<file path="src/rtl/lsu_pkg.sv">
// Shared types and constants for the load/store unit.
//   ld_rewrite_e : decoded load code (byte/half/word, signed/unsigned, none)
//   st_rewrite_e : decoded store code (byte/half/word, none)
//   lsu_state_e  : transaction FSM states
//   BMASK_*      : base byte-enable patterns, shifted by the byte offset
package lsu_pkg;

  typedef enum logic [2:0] {
    LB      = 3'd0,
    LH      = 3'd1,
    LW      = 3'd2,
    LBU     = 3'd3,
    LHU     = 3'd4,
    LD_NONE = 3'd5
  } ld_rewrite_e;

  typedef enum logic [1:0] {
    SB      = 2'd0,
    SH      = 2'd1,
    SW      = 2'd2,
    ST_NONE = 2'd3
  } st_rewrite_e;

  typedef enum logic [1:0] {
    IDLE = 2'd0,
    REQ  = 2'd1,
    RESP = 2'd2
  } lsu_state_e;

  localparam logic [3:0] BMASK_B = 4'b0001;
  localparam logic [3:0] BMASK_H = 4'b0011;
  localparam logic [3:0] BMASK_W = 4'b1111;

endpackage

</file>
<file path="src/rtl/lsu_ld_align.sv">
// Load data formatter: picks the addressed byte/half out of a read word and
// sign- or zero-extends it. Purely combinational so it can sit on any read path.
//   rdata_i : raw 32-bit read word
//   off_i   : byte offset of the access within the word
//   code_i  : load code
//   data_o  : formatted 32-bit load result
module lsu_ld_align
  import lsu_pkg::*;
(
  input  logic [31:0]  rdata_i,
  input  logic [1:0]   off_i,
  input  ld_rewrite_e  code_i,
  output logic [31:0]  data_o
);

  logic [7:0]  byte_v;
  logic [15:0] half_v;

  always_comb begin
    byte_v = rdata_i[7:0];
    case (off_i)
      2'd0:    byte_v = rdata_i[7:0];
      2'd1:    byte_v = rdata_i[15:8];
      2'd2:    byte_v = rdata_i[23:16];
      default: byte_v = rdata_i[31:24];
    endcase
    half_v = off_i[1] ? rdata_i[31:16] : rdata_i[15:0];

    data_o = rdata_i;
    case (code_i)
      LB:      data_o = {{24{byte_v[7]}}, byte_v};
      LH:      data_o = {{16{half_v[15]}}, half_v};
      LBU:     data_o = {24'd0, byte_v};
      LHU:     data_o = {16'd0, half_v};
      default: data_o = rdata_i;
    endcase
  end

endmodule

</file>
<file path="src/rtl/lsu_mem_ctrl.sv">
// Load/store unit: accepts one core request at a time, checks alignment,
// drives a handshaked memory transaction, and returns formatted load data.
//   i_clk, i_reset                 : clock, synchronous active-high reset
//   i_req_vld/o_ready              : core request handshake
//   i_addr, i_st_data              : effective byte address, store data
//   i_ld_rewrite, i_st_rewrite     : decoded load/store codes
//   i_mem_wren, i_rden             : store / load request (store wins if both)
//   o_ld_vld, o_ld_data            : load completion pulse and held result
//   o_st_done                      : store completion pulse
//   o_misalign, o_timeout          : reject / abort pulses
//   o_mem_*, i_mem_ack, i_mem_rdata: memory port
//
// state | meaning
// IDLE  | ready; decode and accept or reject a request
// REQ   | memory request outstanding, waiting for ack or timeout
// RESP  | one-cycle completion pulse (load data valid or store done)
module lsu_mem_ctrl
  import lsu_pkg::*;
#(
  parameter int ADDR_W  = 32,
  parameter int TIMEOUT = 16
) (
  input  logic              i_clk,
  input  logic              i_reset,
  input  logic              i_req_vld,
  input  logic [ADDR_W-1:0] i_addr,
  input  logic [31:0]       i_st_data,
  input  logic [2:0]        i_ld_rewrite,
  input  logic [1:0]        i_st_rewrite,
  input  logic              i_mem_wren,
  input  logic              i_rden,
  output logic              o_ready,
  output logic              o_ld_vld,
  output logic [31:0]       o_ld_data,
  output logic              o_st_done,
  output logic              o_misalign,
  output logic              o_timeout,
  output logic              o_mem_req,
  output logic              o_mem_we,
  output logic [ADDR_W-1:0] o_mem_addr,
  output logic [3:0]        o_mem_bmask,
  output logic [31:0]       o_mem_wdata,
  input  logic              i_mem_ack,
  input  logic [31:0]       i_mem_rdata
);

  localparam int TW = (TIMEOUT > 1) ? $clog2(TIMEOUT) : 1;

  lsu_state_e        state_q, state_d;
  logic [TW-1:0]     timer_q, timer_d;
  logic [ADDR_W-1:0] addr_q, addr_d;
  logic [1:0]        off_q, off_d;
  logic              we_q, we_d;
  logic [3:0]        bmask_q, bmask_d;
  logic [31:0]       wdata_q, wdata_d;
  ld_rewrite_e       ld_code_q, ld_code_d;
  logic [31:0]       ld_data_q, ld_data_d;
  logic              misalign_q, misalign_d;
  logic              timeout_q, timeout_d;

  logic              st_ok, ld_ok, good;
  logic [31:0]       ld_fmt;
  logic [3:0]        st_bmask;
  logic [31:0]       st_wdata;

  lsu_ld_align u_ld_align (
    .rdata_i (i_mem_rdata),
    .off_i   (off_q),
    .code_i  (ld_code_q),
    .data_o  (ld_fmt)
  );

  // Request decode: legality and store lane placement.
  always_comb begin
    st_ok    = 1'b0;
    st_bmask = BMASK_W;
    st_wdata = i_st_data;
    case (st_rewrite_e'(i_st_rewrite))
      SB: begin
        st_ok    = 1'b1;
        st_bmask = BMASK_B << i_addr[1:0];
        st_wdata = {4{i_st_data[7:0]}};
      end
      SH: begin
        st_ok    = ~i_addr[0];
        st_bmask = BMASK_H << i_addr[1:0];
        st_wdata = {2{i_st_data[15:0]}};
      end
      SW:      st_ok = (i_addr[1:0] == 2'b00);
      default: st_ok = 1'b0;
    endcase

    ld_ok = 1'b0;
    case (ld_rewrite_e'(i_ld_rewrite))
      LB, LBU: ld_ok = 1'b1;
      LH, LHU: ld_ok = ~i_addr[0];
      LW:      ld_ok = (i_addr[1:0] == 2'b00);
      default: ld_ok = 1'b0;
    endcase

    good = i_mem_wren ? st_ok : ld_ok;
  end

  always_comb begin
    state_d    = state_q;
    timer_d    = timer_q;
    addr_d     = addr_q;
    off_d      = off_q;
    we_d       = we_q;
    bmask_d    = bmask_q;
    wdata_d    = wdata_q;
    ld_code_d  = ld_code_q;
    ld_data_d  = ld_data_q;
    misalign_d = 1'b0;
    timeout_d  = 1'b0;

    case (state_q)
      IDLE: begin
        if (i_req_vld && (i_mem_wren || i_rden)) begin
          if (good) begin
            state_d   = REQ;
            timer_d   = TW'(TIMEOUT - 1);
            addr_d    = {i_addr[ADDR_W-1:2], 2'b00};
            off_d     = i_addr[1:0];
            we_d      = i_mem_wren;
            bmask_d   = i_mem_wren ? st_bmask : BMASK_W;
            wdata_d   = i_mem_wren ? st_wdata : 32'd0;
            ld_code_d = i_mem_wren ? LD_NONE : ld_rewrite_e'(i_ld_rewrite);
          end else begin
            misalign_d = 1'b1;
          end
        end
      end
      REQ: begin
        // Ack takes priority over the terminal count in the last allowed cycle.
        if (i_mem_ack) begin
          state_d = RESP;
          if (!we_q) ld_data_d = ld_fmt;
        end else if (timer_q == '0) begin
          state_d   = IDLE;
          timeout_d = 1'b1;
        end else begin
          timer_d = timer_q - TW'(1);
        end
      end
      RESP:    state_d = IDLE;
      default: state_d = IDLE;
    endcase
  end

  always_ff @(posedge i_clk) begin
    if (i_reset) begin
      state_q    <= IDLE;
      timer_q    <= '0;
      addr_q     <= '0;
      off_q      <= 2'd0;
      we_q       <= 1'b0;
      bmask_q    <= 4'd0;
      wdata_q    <= 32'd0;
      ld_code_q  <= LB;
      ld_data_q  <= 32'd0;
      misalign_q <= 1'b0;
      timeout_q  <= 1'b0;
    end else begin
      state_q    <= state_d;
      timer_q    <= timer_d;
      addr_q     <= addr_d;
      off_q      <= off_d;
      we_q       <= we_d;
      bmask_q    <= bmask_d;
      wdata_q    <= wdata_d;
      ld_code_q  <= ld_code_d;
      ld_data_q  <= ld_data_d;
      misalign_q <= misalign_d;
      timeout_q  <= timeout_d;
    end
  end

  assign o_ready     = (state_q == IDLE);
  assign o_mem_req   = (state_q == REQ);
  assign o_ld_vld    = (state_q == RESP) && !we_q;
  assign o_st_done   = (state_q == RESP) && we_q;
  assign o_ld_data   = ld_data_q;
  assign o_misalign  = misalign_q;
  assign o_timeout   = timeout_q;
  assign o_mem_we    = we_q;
  assign o_mem_addr  = addr_q;
  assign o_mem_bmask = bmask_q;
  assign o_mem_wdata = wdata_q;

endmodule
</file>
<file path="config.mk">
export PLATFORM = sky130hd
export DESIGN_NAME = lsu_mem_ctrl
export DESIGN_NICKNAME = d
export VERILOG_FILES = /design/src/rtl/lsu_pkg.sv /design/src/rtl/lsu_ld_align.sv /design/src/rtl/lsu_mem_ctrl.sv
export SDC_FILE = /design/constraint.sdc
export NUM_CORES = 1
export LEC_CHECK = 0
export CAP_MARGIN = 20
export CORE_MARGIN = 5
export CORE_UTILIZATION = 41
export CTS_CLUSTER_SIZE = 16
export DETAILED_ROUTE_END_ITERATION = 8
export PLACE_DENSITY = 0.87
export REMOVE_ABC_BUFFERS = 1
export SETUP_SLACK_MARGIN = 0.2
export SLEW_MARGIN = 20
export SYNTH_ARGS = -nofsm -noshare
export SYNTH_HDL_FRONTEND = slang
export SYNTH_HIERARCHICAL = 1
export SYNTH_SLANG_ARGS = --single-unit
</file>
<file path="constraint.sdc">
create_clock -name i_clk -period 1.8 [get_ports i_clk]
set_input_delay 0.18 -clock i_clk [delete_from_list [all_inputs] [get_ports i_clk]]
set_output_delay 0.18 -clock i_clk [all_outputs]
set_load 0.1 [all_outputs]
</file>
==> metrics.md <==
| Metric | Value |
|---|---|
| Final HPWL DP | `around 15,000 um` |
| Mapped Cells | `around 680` |
| IO buf count | `211` |
| Initial core utilization | `a little over two fifths` |
| Share of async-settable or async-resettable flops after synthesis | `0%` |
| Routability Congestion | `approximately 0.95` |
| Num CTS Buffers | `9` |
| YS warnings | `6` |
| Power share of the clock group | `27.6%` |
| Met3 Use GR | `between 6 and 7%` |
| I/O pin cnt | `between 200 and 250` |
| CTS H-tree depth | `3` |
| Fmax | `approximately 0.58 GHz` |
| Grt total ovfl | `0` |
| Initial antenna violation count | `1` |
| Synthesized area | `0.00580 mm^2` |
| Critical path fanouts, max | `24` |
| Tcrit/Tclk final | `a little over nine tenths` |
| DR vias/cell | `5.76` |
| Fin nets | `just over 1,000` |
| Critical path launch point type | `input port` |
| Final hold vios | `0` |
| Met1 Track Usage GR | `a little under 30%` |
| Clock Pin Slew Worst Setup and Hold Paths | `0.07 ns` |
| Crit path DAT | `roughly 2 ns` |
| Flop pwr share | `a little under two fifths` |
| Total Power | `~7.1 mW` |
| Hold Path Origin | `i_reset` |
| CTS Root Cell | `clkbuf_16` |
| Share of layout cells above drive strength 1 | `between 30% and 40%` |
| # fillers | `~1,100` |
| Critical path capture point type | `flip-flop` |
| Synth cell types | `just over 60` |
| RSZ-0062 raised after global routing | `true` |
| Area growth syn-to-layout | `56.0%` |
| Die height | `129 um` |
| Drt pass-1 iters | `5` |
| Total GRT Usage | `24.0%` |
| Chip Width | `~130 um` |
| Critical path type | `in2reg` |
| Antenna-violating nets left | `0` |
| Worst EP required | `~2.1 ns` |
| Psw | `approximately 2.6 mW` |
| Comb power frac | `between 30% and 40%` |
| Vias in the first global route | `approximately 6,300` |
| Synth area leaders | `dfxtp_1, nand2_1, a21oi_1, mux2i_1, o2bb2ai_2` |
| CORE AREA | `around 0.014 mm^2` |
| Clock skew | `0.00983 ns` |
| Synth Flop Type | `dfxtp_1` |
| Largest net degree at the start of global routing | `40` |
| Post-route DRC | `0` |
| Lkg Pwr | `between 3 and 4 nW` |
| Max Slew Vio Count | `0` |
| Sequential fraction of the synthesis area | `38.7%` |
| Drt total wl | `between 20,000 and 25,000 um` |
| Initial DRC count | `about 550` |
| Max-Cap Viols | `0` |
| Placement Rows | `43` |
| Power Density | `about 800 mW/mm^2` |
| FF-to-FF End | `o_mem_wdata[9]` |
| Met2 usage | `about two fifths` |
| WHS Endpoint | `o_timeout` |
| Commonest non-fill, non-tap cell in the layout | `buf_4` |
| Hold Path Depth | `2` |
| First-pass GRT wire length | `~32,000 um` |
| Worst r2r src | `state_q[1]` |
| R2R Setup Slk | `0.10 ns` |
| Worst r2r path cells | `4` |
| Via count | `roughly 6,300` |
| Most used routing layer | `met2` |
| Clock sink count | `112` |
| CTS tree | `yes` |
| Clk_lat worst skew | `approximately 0.36 ns` |
| Sw Share | `37.0%` |
| Synth top area share | `between 30% and 40%` |
| Final min period | `~1.7 ns` |
| Max VDD drop | `618 uV` |
| Finished Core Util | `around 65%` |
| Post-synth top area cell | `dfxtp_1` |
| Synthesized area per cell | `between 8 and 9 um^2` |
| Number of flops mapped to enable cells by yosys | `0` |
| Number of endpoints failing setup at the final stage | `0` |
| Yosys reg bits | `about 110` |
| WL/cell | `~19 um` |
| Full die area | `about 0.017 mm^2` |
| Most frequent cells in the layout | `buf_4, nand2_1, dfxtp_1` |
| Status | `finished clean` |
| Min-Delay Path Class | `in2reg` |
| CTS Buffer Depth | `2` |
| Design internal power | `~4.5 mW` |
==> cell type report <==
type	count	area, um^2	area share, %
Clock inverter	6	41.3	0.456
Clock buffer	10	239	2.64
Antenna cell	2	5.00	0.0553
Sequential cell	112	2260	25.0
Multi-Input combinational cell	487	3510	38.7
Tap cell	180	225	2.49
Inverter	8	35.0	0.387
Timing Repair Buffer	292	2740	30.2
==> stage by stage <==
stage               TNS (ns)  hold slack, ns  setup slack (ns)  cells  area, um^2
CTS                        0           0.169             0.104   1090        8770
finish                     0           0.175            0.0890   1097        9050
floorplan            -130.35           0.249             -2.93    607        5470
global placement      -15.70           0.444            -0.294   1068        8300
detailed placement    -18.78           0.447            -0.376   1068        8300
global route               0           0.188            0.0631   1096        9050
==> critical path, stage by stage <==
cell and delay, ns:
clkdlybuf4s50_1 0.51, o21ai_2 0.07, or3_4 0.35, or4_4 0.52
buf_12 0.19, o2bb2ai_1 0.15
==> cells in the mapped netlist (all sizes together), types with 6 or more instances <==
library cell and number:
o2bb2ai 24, mux2i 35, a31oi 8, nor2b 12
a2bb2oi 14, a32oi 8, nand4 33, buf 24
nor2 23, inv 8, a22oi 6, a21o 6
and2 8, nand3 6, o31ai 34, nand2 105
o21ai 9, dfxtp 112, o32ai 8, nand3b 9
a21oi 78, clkbuf 47, nand2b 10
==> flip-flops by register name (all words and copies together), names as in the netlist <==
signal       cells
timer_q          4
off_q            2
o_mem_bmask      4
o_mem_wdata     32
o_ld_data       32
o_mem_addr      30
state_q          2
o_timeout        1
o_mem_we         1
o_misalign       1
ld_code_q        3
==> how the worst max path moves through the flow <==
stage	end	slack, ns	depth (start not counted)	startpoint
2_1_floorplan	o_mem_we	-2.93	3	state_q[0]
5_1_grt	o_mem_wdata[9]	0.06	4	state_q[1]
3_3_place_gp	o_mem_bmask[3]	-0.29	7	i_addr[1]
6_report	o_mem_wdata[9]	0.09	6	i_rden
3_5_place_dp	o_mem_bmask[3]	-0.38	7	i_addr[1]
4_1_cts	o_mem_wdata[9]	0.10	4	state_q[1]
==> power groups by stage <==
stage	Combinational (mW)	Clock (mW)	Sequential [mW]
6_report	2.46	1.96	2.69
2_1_floorplan	0.654	0	3.42
3_5_place_dp	2.27	0	2.73
3_3_place_gp	2.24	0	2.73
5_1_grt	2.57	2.08	2.70
4_1_cts	2.34	1.98	2.68
==> cells by family (layout without fill, tap and decap cells) <==
logic type,after synthesis,after routing,share of synthesized area (%)
flops,112,112,38.7
simple gates,221,221,18.7
fa+ha+maj,2,2,0.388
other cells,1,4,0.0647
buf+inv,79,316,6.34
compound gates,225,225,29.4
mux,37,37,6.43
==> per-layer routing <==
layer	vias to the layer above	share of wire [%]
met4	0	2.1
met5	-	0
li1	2967	-
met1	3016	39
met3	34	9.7
met2	301	50
==> what timing repair did <==
item,4_1_cts,5_1_grt
setup endpoints to repair,107,95
resized for setup,36,52
cloned,3,0
pin swaps,3,13
hold endpoints to repair,0,0
hold buffers,0,0
buffers inserted,3,5
Power figures use the tool's default switching activity.
